$ cat src/rtl/bank_write_ctrl.sv
// bank_write_ctrl: scatters a raster pixel stream into four 2x2-parity banks with registered writes.
module bank_write_ctrl #(
   parameter int RAM_AW = 17,
   parameter int QN = 8,
   parameter int IMG_W = 640,
   parameter int IMG_H = 512
) (
   input  logic              clk,
   input  logic              rst,
   input  logic [QN-1:0]     s_data,
   input  logic              s_valid,
   input  logic              s_sof,
   input  logic              s_eol,
   output logic              s_ready,
   input  logic              rsta_busy,
   output logic              ena1,
   output logic              ena2,
   output logic              ena3,
   output logic              ena4,
   output logic              wea1,
   output logic              wea2,
   output logic              wea3,
   output logic              wea4,
   output logic [RAM_AW-1:0] AA1,
   output logic [RAM_AW-1:0] AA2,
   output logic [RAM_AW-1:0] AA3,
   output logic [RAM_AW-1:0] AA4,
   output logic [QN-1:0]     DA1,
   output logic [QN-1:0]     DA2,
   output logic [QN-1:0]     DA3,
   output logic [QN-1:0]     DA4,
   output logic              frame_done,
   output logic              err
);
   localparam int CW = $clog2(IMG_W);
   localparam int RW = $clog2(IMG_H);
   localparam logic [RAM_AW-1:0] HALF_W = RAM_AW'(IMG_W / 2);
   typedef enum logic [1:0] {IDLE, RUN, DONE} state_t;
   state_t state;
   logic live;
   logic [CW-1:0] col, wcol;
   logic [RW-1:0] row, wrow;
   logic [RAM_AW-1:0] row_base, wbase, waddr;
   logic [3:0] en;
   logic [RAM_AW-1:0] aa [4];
   logic [QN-1:0] da [4];
   logic [1:0] wbank;
   logic acc, restart, wr, eol_col, last;
   assign s_ready = live & ~rsta_busy & (state != DONE);
   assign acc = s_valid & s_ready;
   assign restart = acc & s_sof;
   assign wr = restart | (acc & (state == RUN));
   // a sof beat is always written as pixel (0,0), wherever the counters were
   assign wcol = restart ? '0 : col;
   assign wrow = restart ? '0 : row;
   assign wbase = restart ? '0 : row_base;
   assign waddr = wbase + RAM_AW'(wcol[CW-1:1]);
   assign wbank = {wrow[0], wcol[0]};
   assign eol_col = wcol == CW'(IMG_W - 1);
   assign last = eol_col && (wrow == RW'(IMG_H - 1));
   always_ff @(posedge clk) begin
      if (rst) begin
         state <= IDLE;
         live <= 1'b0;
         col <= '0;
         row <= '0;
         row_base <= '0;
         en <= '0;
         frame_done <= 1'b0;
         err <= 1'b0;
         for (int i = 0; i < 4; i++) begin
            aa[i] <= '0;
            da[i] <= '0;
         end
      end else begin
         live <= 1'b1;
         en <= wr ? 4'(1 << wbank) : 4'b0;
         frame_done <= wr && last;
         if (wr) begin
            aa[wbank] <= waddr;
            da[wbank] <= s_data;
         end
         if ((restart && state == RUN) || (wr && s_eol != eol_col))
            err <= 1'b1;
         if (state == DONE)
            state <= IDLE;
         else if (wr)
            state <= last ? DONE : RUN;
         // row_base advances by one bank row after every odd image row
         if (wr) begin
            col <= eol_col ? '0 : wcol + 1'b1;
            row <= last ? '0 : eol_col ? wrow + 1'b1 : wrow;
            row_base <= last ? '0 : (eol_col && wrow[0]) ? wbase + HALF_W : wbase;
         end
      end
   end
   assign {ena4, ena3, ena2, ena1} = en;
   assign {wea4, wea3, wea2, wea1} = en;
   assign AA1 = aa[0];
   assign AA2 = aa[1];
   assign AA3 = aa[2];
   assign AA4 = aa[3];
   assign DA1 = da[0];
   assign DA2 = da[1];
   assign DA3 = da[2];
   assign DA4 = da[3];
endmodule

$ cat config.mk
export PLATFORM = sky130hd
export DESIGN_NAME = bank_write_ctrl
export DESIGN_NICKNAME = d
export VERILOG_FILES = /design/src/rtl/bank_write_ctrl.sv
export SDC_FILE = /design/constraint.sdc
export NUM_CORES = 1
export LEC_CHECK = 0
export BUFFER_PORTS_ARGS = -buffer_cell sky130_fd_sc_hd__buf_2
export CAP_MARGIN = 20
export CELL_PAD_IN_SITES_DETAIL_PLACEMENT = 1
export CELL_PAD_IN_SITES_GLOBAL_PLACEMENT = 1
export CORE_ASPECT_RATIO = 1.2
export CORE_MARGIN = 8
export CORE_UTILIZATION = 39
export CTS_CLUSTER_DIAMETER = 30
export DETAILED_ROUTE_END_ITERATION = 12
export HOLD_SLACK_MARGIN = 0.06
export PLACE_DENSITY_LB_ADDON = 0.1
export SKIP_CTS_REPAIR_TIMING = 1
export SYNTH_ARGS = -nofsm -noshare
export SYNTH_HDL_FRONTEND = slang
export SYNTH_SLANG_ARGS = --single-unit
$ cat constraint.sdc
create_clock -name clk -period 4.2 [get_ports clk]
set_input_delay 0.84 -clock clk [delete_from_list [all_inputs] [get_ports clk]]
set_output_delay 0.84 -clock clk [all_outputs]
set_load 0.01 [all_outputs]
Yosys cells after proc, flatten, opt, wreduce, memory -nomap -nowiden
Memories as Yosys holds them, arrays and structs flattened.
Cells that the tools add are included.
- bits in latches: 0
- flip-flop bits (word level): 45
- memory bits (writable): 100
- ROM bits: 0
- memories kept: 2
- multiply operators: 0
- div/mod/pow operators: 0
- multiplexer cells: 21
- reductions and logical operators: 10
- equality and inequality tests: 6
- $add $sub $neg: 4
- bitwise gates (word level): 8
- shift-type cells: 1
- magnitude comparators: 0
- memory list (memory ; words ; bits a word ; rd ports ; clocked after Yosys merged registers in ; wr ports ; RTL line ; text):
    aa ; 4 ; 17 ; 4 ; 0 ; 4 ; 45 ; logic [RAM_AW-1:0] aa [4];
    da ; 4 ; 8 ; 4 ; 0 ; 4 ; 46 ; logic [QN-1:0] da [4];
- operators by type and width (kind ; count):
    2-to-1 mux 17 bit ; 4
    2-to-1 mux 9 bit ; 3
    2-to-1 mux 10 bit ; 2
    adder 17 x 9 -> 17 bit ; 1
    adder 17 x 9 -> 17 bit (second input constant) ; 1
    OR reduction 17 bit ; 1
    adder 10 x 1 -> 10 bit (second input constant) ; 1
    == test 10 bit (second input constant) ; 1
    adder 9 x 1 -> 9 bit (second input constant) ; 1
    == test 9 bit (second input constant) ; 1
    2-to-1 mux 1 bit ; 8
    2-to-1 mux 8 bit ; 1
    OR reduction 8 bit ; 1
    2-to-1 mux 2 bit ; 3
    bitwise AND 1 bit ; 5
    logical AND 1 bit ; 5
    OR reduction 2 bit ; 2
    << shifter 1 x 2 -> 4 bit (first input constant) ; 1
    == test 2 x 1 -> 1 bit (second input constant) ; 1
    == test 2 bit (second input constant) ; 1
    != test 2 bit (second input constant) ; 1
    inverter 1 bit ; 2
    logical OR 1 bit ; 1
    != test 1 bit ; 1
    bitwise OR 1 bit ; 1

Longest topological paths before layout
Gate-level depths: netlist of run 1.
- word-level depth: 11
- gate-level depth with buffers: 19

Worst setup path after synthesis of run 1
Ideal clock, no wire load.
- path kind: input to register
- start: in s_valid
- end: reg row_base[12]
- stages on the path: 18
- setup time: 0.118 ns
- data required time: 4.082 ns
- setup slack: -0.112 ns
- arrival: 4.194 ns
- cell sequence: and3b_1 nand3_1 buf_2 clkbuf_1 clkbuf_1 and2_1 ha_1 and3_1 and2_1 nand3_1 inv_2 buf_2 ha_1 o21ai_0 a311oi_1 nand3_1 a31oi_1 nand2_1
- longest elaborated chain between the ends: 7
- elaborated cells on any way between the ends: 14
- those cells by class: 1 x add/sub; 2 x eq/ne; 5 x mux; 4 x bitwise; 2 x reduce/logical
- ends and longest elaborated chain (element ; RTL line ; text):
    start: declaration ; 11 ; input logic s_valid,
    bitwise AND 1 bit * ; 50 ; assign acc = s_valid & s_ready;
    parallel branches: the longest is 6 deep, another holds adder 17 x 9 -> 17 bit ; n/a ;
    end signal: assignment ; 93 ; row_base <= last ? '0 : (eol_col && wrow[0]) ? wbase + HALF_W : wbase;
    end: declaration ; 43 ; logic [RAM_AW-1:0] row_base, wbase, waddr;
Mark *: on every way between the ends.
A chain may end at the register's enable or synchronous reset.

Worst setup path in the final report of run 1
- start: in s_valid
- end: reg row_base[14]
Same word-level chain as after synthesis.

==> results.md, run 1 <==
* Floorplan core area at 0.01621 mm²
* Clk_skew at 0.01951 ns
* Power per cell area at 424.5 mW/mm²
* Finished Layout Cells at 946
* RSZ-0062 raised after global routing: no
* Crit-path cells: buf_2 > and3b_1 > nand3_1 > buf_12 > and2_1 > ha_1 > and3_1 > and2_1 > nand3_1 > inv_2 > ha_1 > o21ai_0 > a311oi_2 > nand4_1 > inv_1 > a21oi_1 > a31oi_1
* Inst Count DP at 914
* VDD IR-drop max at 0.0002149 V
* Clock Pin Slew Worst Setup and Hold Paths at 0.06 ns
* # setup viols final at 0
* Crit path launch: s_valid
* Critical Path Sink: row_base[14]$_SDFFE_PP0P_
* Detail Route Antenna Nets at 0
* Max Clock Freq at 283.6 MHz
* Reg-to-reg critical path endpoint: row_base[14]$_SDFFE_PP0P_
* Routability Congestion at 0.8536
* Die ar. at 0.02096 mm²
* Top FF cell, synth: edfxtp_1
* Worst-Margin Slew at 0.8694 ns
* Routed via count at 4,939
* All-layer global routing usage at 0.1805
* Stages on worst setup path at 17
* Layout cell share with drive strength beyond 1 at 0.2480
* Final Hold Viols at 0
* Synth unique cells at 60
* Initial core utilization at 0.3986
* Crit path buffers/inverters at 4
* Ys Warns at 0
* # nets final at 749
* Largest stage delay on the critical path at 0.49 ns
* Post-DP HPWL at 13.23 mm
* Syn_area_per_cell at 10.99 µm²
* Yosys reg bits at 145
* Post-synth EDFFs at 100
* Register area share after synthesis at 0.6042
* First drt pass iteration count at 4
* Largest net degree at the start of global routing at 52
* Clock Latency Late Sink at 0.42 ns
* Critical path's top delay family: simple AND/OR/NAND/NOR gates
* Reg area at 0.003904 mm²
* Grt total ovfl at 0
* Mapped Cells at 588
* DRT Wirelength at 18.55 mm
* Max_slew headroom at 0.4204
* First-pass GRT wire length at 29.39 mm
* Initial DRC count at 304
* Post-synth ARST share at 0
* H-tree levels at 4
* Worst R2R Setup Slack at 0.83 ns
* Critical-path top delay cell: a311oi_2
* WS Path Type: in2reg
* Initial antenna violation count at 0
* Register-to-Register Path Depth at 16
* Root Buffer: clkbuf_16
* Launching point of the worst reg2reg path: state[1]$_SDFFE_PP0P_
* Data arrival, critical path at 3.86 ns
* Vias in the first global route at 5,258
* Critical Path RT at 4.53 ns
* Die Wd at 133.5 µm
* Setup crit start kind: input pin
* Fillers at 1,814
* CTS Buffer Depth at 2
* Slew Limit Fails at 0
* Area delta synth->final at 24.26%
* IO Pins at 125
* Multi-input logic area at 0.002352 mm²
* Routed wire per std cell at 19.60 µm
* Worst-path fanout max at 51
* DR vias/cell at 5.221
* Sink Count at 145
* Worst Hold Class: reg2reg
* Die height at 157 µm
* Syn_nets at 616
* Drc violations at 0
* Result of the run: complete, no violations
* CP endpoint kind: register
* Part of the cycle the worst path needs at 0.8396
* Port buffer count at 124
* Synthesized cell area at 0.006461 mm²
* N_diodes at 0
* Site Rows at 51
* CTS Buf Count at 17
* CTS tree: done
* TNS Setup at 0 ns
* Leakage at 0.003207 µW
* Max-cap violations at 0
* Post-route minimum period at 3.526 ns
-- layer usage --
metal,GRT usage,up-vias,routed length [µm]
li1,-,2370,-
met1,0.2074,2424,8171
met2,0.3150,131,9262
met3,0.04943,14,885
met4,0.06642,0,225
met5,0,-,0
-- synthesized netlist by cell type, drive strengths merged, types with 2 or more instances --
master / instances / area, µm²
edfxtp: 100 / 3003
nor2: 70 / 262.8
and2: 61 / 381.6
nand2: 56 / 210.2
dfxtp: 45 / 900.9
a21oi: 23 / 118.9
inv: 23 / 86.33
nand3: 18 / 90.09
o21ai: 18 / 90.08
a31oi: 14 / 87.58
buf: 14 / 80.08
xnor2: 14 / 122.6
ha: 13 / 162.7
nor3: 13 / 65.06
clkbuf: 12 / 45.04
and3: 11 / 68.82
nand4: 10 / 62.56
a211oi: 7 / 65.06
a21o: 6 / 45.04
nor4: 5 / 46.29
a22o: 3 / 26.28
nand3b: 3 / 22.52
nand4b: 3 / 26.28
nor2b: 3 / 18.77
xor2: 3 / 26.28
a311oi: 2 / 17.52
a32o: 2 / 20.02
and3b: 2 / 17.52
and4: 2 / 17.52
maj3: 2 / 20.02
nor3b: 2 / 15.01
o211ai: 2 / 15.01
o21a: 2 / 15.01
o21bai: 2 / 15.01
o22ai: 2 / 12.51
o31ai: 2 / 15.01
or3: 2 / 12.51
-- final cells by class --
type | instances | share of cell area
sequential | 145 | 0.4862
inverter | 24 | 0.01122
clock inverter | 12 | 0.02556
timing repair buffer | 140 | 0.09537
multi-input combinational | 393 | 0.2930
clock buffer | 20 | 0.05563
tap | 212 | 0.03304
-- placed cells by master (no fill, tap or decap), types with 3 or more instances in the layout --
cell type | Yosys | final
o21ai_0 | 17 | 16
a211oi_1 | 6 | 6
inv_2 | 4 | 4
inv_1 | 19 | 19
a21oi_1 | 22 | 22
xnor2_1 | 14 | 14
and3_1 | 11 | 11
ha_1 | 13 | 13
nand3b_1 | 3 | 3
edfxtp_1 | 100 | 100
buf_2 | 10 | 124
nor2b_1 | 3 | 3
nand4b_1 | 3 | 3
nor4_1 | 4 | 4
and2_1 | 60 | 60
a21o_1 | 6 | 6
xor2_1 | 3 | 3
nor3_1 | 13 | 13
dfxtp_1 | 45 | 45
nand2_1 | 56 | 56
a22o_1 | 3 | 3
clkbuf_16 | 0 | 17
nand3_1 | 18 | 18
nand4_1 | 10 | 10
buf_4 | 4 | 14
nor2_1 | 70 | 70
bufinv_16 | 0 | 5
a31oi_1 | 14 | 14
-- how the worst min path moves through the flow --
stage / from / to / slack (ns) / cells past startpoint
2_1_floorplan: row_base[6]$_SDFFE_PP0P_ / row_base[6]$_SDFFE_PP0P_ / 0.44 / 2
3_3_place_gp: row_base[16]$_SDFFE_PP0P_ / row_base[16]$_SDFFE_PP0P_ / 0.45 / 2
3_5_place_dp: row_base[16]$_SDFFE_PP0P_ / row_base[16]$_SDFFE_PP0P_ / 0.46 / 2
4_1_cts: row_base[16]$_SDFFE_PP0P_ / row_base[16]$_SDFFE_PP0P_ / 0.47 / 2
5_1_grt: row[8]$_SDFFE_PP0P_ / row[8]$_SDFFE_PP0P_ / 0.49 / 1
6_report: row_base[16]$_SDFFE_PP0P_ / row_base[16]$_SDFFE_PP0P_ / 0.48 / 2
-- stage by stage --
step / setup slack [ns] / power (µW) / utilization / area (µm²) / hold slack (ns)
6_report: 0.6735 / 3409 / 0.4954 / 8029 / 0.4803
5_1_grt: 0.3784 / 3509 / 0.4954 / 8029 / 0.4942
4_1_cts: 0.6817 / 3449 / 0.4954 / 8029 / 0.4723
3_5_place_dp: 0.2691 / 1774 / 0.4551 / 7377 / 0.4634
3_3_place_gp: 0.3528 / 1771 / 0.4551 / 7377 / 0.4474
2_1_floorplan: 0.007042 / 1682 / - / 6467 / 0.4389
-- power breakdown --
part           switching [µW]  internal, µW  total (µW)
Clock                     595          1070        1670
Combinational             103          50.3         153
Sequential               16.1          1570        1590
-- flip-flops by register name, indices dropped and copies added (netlist names) --
| signal | flops |
|---|---|
| aa | 68 |
| col | 10 |
| da | 32 |
| en | 4 |
| err | 1 |
| frame_done | 1 |
| live | 1 |
| row | 9 |
| row_base | 17 |
| state | 2 |
-- kinds of logic after synthesis --
group / Yosys count / share of synthesized area
simple gates: 263 / 0.2070
mux: 1 / 0.001549
fa+ha+maj: 16 / 0.03137
flops: 145 / 0.6042
compound gates: 96 / 0.09953
buf+inv: 50 / 0.03331
xor+xnor: 17 / 0.02305
-- tightest hold or removal path, cell delays in order (launching register included) --
cell	delay, ns
dfxtp_1	0.31
o21ai_0	0.07
nand2_1	0.06
Note: power is estimated with default switching activity, not from simulation.
==> inputs of run 2 (changes only) <==
==> constraint.sdc (replaced) <==
create_clock -name clk -period 2.9 [get_ports clk]
set_input_delay 0.58 -clock clk [delete_from_list [all_inputs] [get_ports clk]]
set_output_delay 0.58 -clock clk [all_outputs]
set_load 0.01 [all_outputs]
==> run 2 against run 1 <==
Effect of this change:
- non-clock buffer count grew 71
- sequential power rose by 44%
- flip-flop and latch count unchanged
- critical endpoint is now aa[0][12]$_SDFFCE_PN0P_
- highest routed layer unchanged
==> results.md, run 2 (synthesis results as in run 1) <==
* Clk_skew at 0.01188 ns (-0.007630 ns)
* Max_slew headroom at 0.5603 (+0.1399)
* IO Pins at 125 (unchanged)
* WS Path Type: reg2reg
* Clock Latency Late Sink at 0.43 ns (about the same)
* # setup viols final at 0 (unchanged)
* RSZ-0062 raised after global routing: yes
* Final WS setup at 0.06352 ns (-0.6100 ns)
* Sink Count at 145 (unchanged)
* DRT Wirelength at 20.18 mm (+8.8%)
* N_diodes at 0 (unchanged)
* Largest reg by FF count: aa
* Detail Route Antenna Nets at 0 (unchanged)
* Leakage at 0.003574 µW (+11%)
* Total power at 4816 µW (+41%)
* Initial DRC count at 351 (+15%)
* Clock Pin Slew Worst Setup and Hold Paths at 0.06 ns (about the same)
* Largest net degree at the start of global routing at 26 (-50%)
* Routed wire per std cell at 19.80 µm (+1.0%)
* Vias in the first global route at 5,711 (+8.6%)
* Drc violations at 0 (unchanged)
* First-pass GRT wire length at 31.13 mm (+5.9%)
* Worst hold slack at 0.4501 ns (-0.03019 ns)
* Worst Hold Class: in2reg
* Leading cell type in the layout, fill and taps excluded: buf_2
* Setup crit start kind: register
* Final Cell Area at 0.008910 mm² (+11%)
* TNS Setup at 0 ns (unchanged)
* Port buffer count at 124 (unchanged)
* Grt total ovfl at 0 (unchanged)
* CTS tree: done
* DR vias/cell at 5.241 (+0.39%)
* Site Rows at 51 (unchanged)
* Max-cap violations at 0 (unchanged)
* Slew Limit Fails at 0 (unchanged)
* Worst-path fanout max at 5 (-90%)
* All-layer global routing usage at 0.1911 (+0.01064)
* Post-route minimum period at 2.836 ns
* Power per cell area at 540.5 mW/mm² (+27%)
* Regs by FF count: aa x68, da x32, row_base x17
* H-tree levels at 4 (unchanged)
* Post-DP HPWL at 14.44 mm (+9.1%)
* Root Buffer: clkbuf_16
* # nets final at 822 (+9.7%)
* Placement Setup Slack at -0.4421 ns (-0.7112 ns)
* Layout cell share with drive strength beyond 1 at 0.3841 (+0.1362)
* Final Hold Viols at 0 (unchanged)
* First drt pass iteration count at 4 (unchanged)
* Placed inst area at 0.008089 mm² (+9.7%)
* Critical Path RT at 3.14 ns (-1.39 ns)
* Most frequent cells in the layout: buf_2, edfxtp_1, buf_4
* Area delta synth->final at 37.90%
* Initial antenna violation count at 0 (unchanged)
* Die Wd at 133.5 µm (unchanged)
* Max reg flops at 68 (unchanged)
* Initial core utilization at 0.3986 (unchanged)
* Max Clock Freq at 352.6 MHz
* Die ar. at 0.02096 mm² (unchanged)
* CP endpoint kind: register
* Part of the cycle the worst path needs at 0.9781
* Result of the run: complete, no violations
* Register-to-Register Path Depth at 12 (-4)
* Hold path depth at 3 (+1)
* CTS Buffer Depth at 2 (unchanged)
* Data arrival, critical path at 3.08 ns (-0.78 ns)
* Die height at 157 µm (unchanged)
* Floorplan core area at 0.01621 mm² (unchanged)
* VDD IR-drop max at 0.0003242 V (+51%)
* Worst-Margin Slew at 0.6596 ns (-0.2098 ns)
* Routability Congestion at 0.8397 (-1.6%)
* CTS Buf Count at 17 (unchanged)
* Routed via count at 5,341 (+8.1%)
run 2: worst paths after layout:
path | startpoint | end | slack [ns]
setup reg to reg | live$_DFF_P_ | aa[0][12]$_SDFFCE_PN0P_ | 0.06
hold reg to reg | row_base[16]$_SDFFE_PP0P_ | row_base[16]$_SDFFE_PP0P_ | 0.49
hold / removal | s_eol | err$_SDFFE_PP0P_ | 0.45
setup / recovery | live$_DFF_P_ | aa[0][12]$_SDFFCE_PN0P_ | 0.06
run 2: worst max-delay path, stage by stage (launching register included):
cell and delay (ns):
dfxtp_2 0.33, and3b_2 0.27, buf_12 0.13, nand3_4 0.12, nand2_1 0.12, inv_1 0.05
ha_1 0.33, a211oi_2 0.31, o31ai_2 0.12, a211oi_1 0.27, a21oi_1 0.15, xnor2_2 0.18
nor4_1 0.25
run 2: layout make-up:
| class | instances | area, µm² |
|---|---|---|
| clock buffers | 18 | 429.2 |
| fillers | 1780 | 7298 |
| multi-input cells | 395 | 2679 |
| well taps | 212 | 265.3 |
| clock inverters | 14 | 182.7 |
| repair buffers | 211 | 1356 |
| inverters | 24 | 92.59 |
| flip-flops and latches | 145 | 3905 |
run 2: metal layers:
layer / up-vias / wire length (µm) / GRT usage
li1: 2521 / - / -
met1: 2626 / 8238 / 0.2106
met2: 157 / 10470 / 0.3452
met3: 37 / 1003 / 0.04656
met4: 0 / 472 / 0.07820
met5: - / 0 / 0
run 2: per-stage QoR:
step / instances / utilization
floorplan: 588 / -
global placement: 982 / 0.4991
detailed placement: 982 / 0.4991
CTS: 1014 / 0.5368
global route: 1019 / 0.5497
finish: 1019 / 0.5497
run 2: report_power, final:
part           switching [µW]  internal, µW  total, µW
clock                     897          1370       2270
sequential               21.7          2270       2290
combinational             162          93.2        256
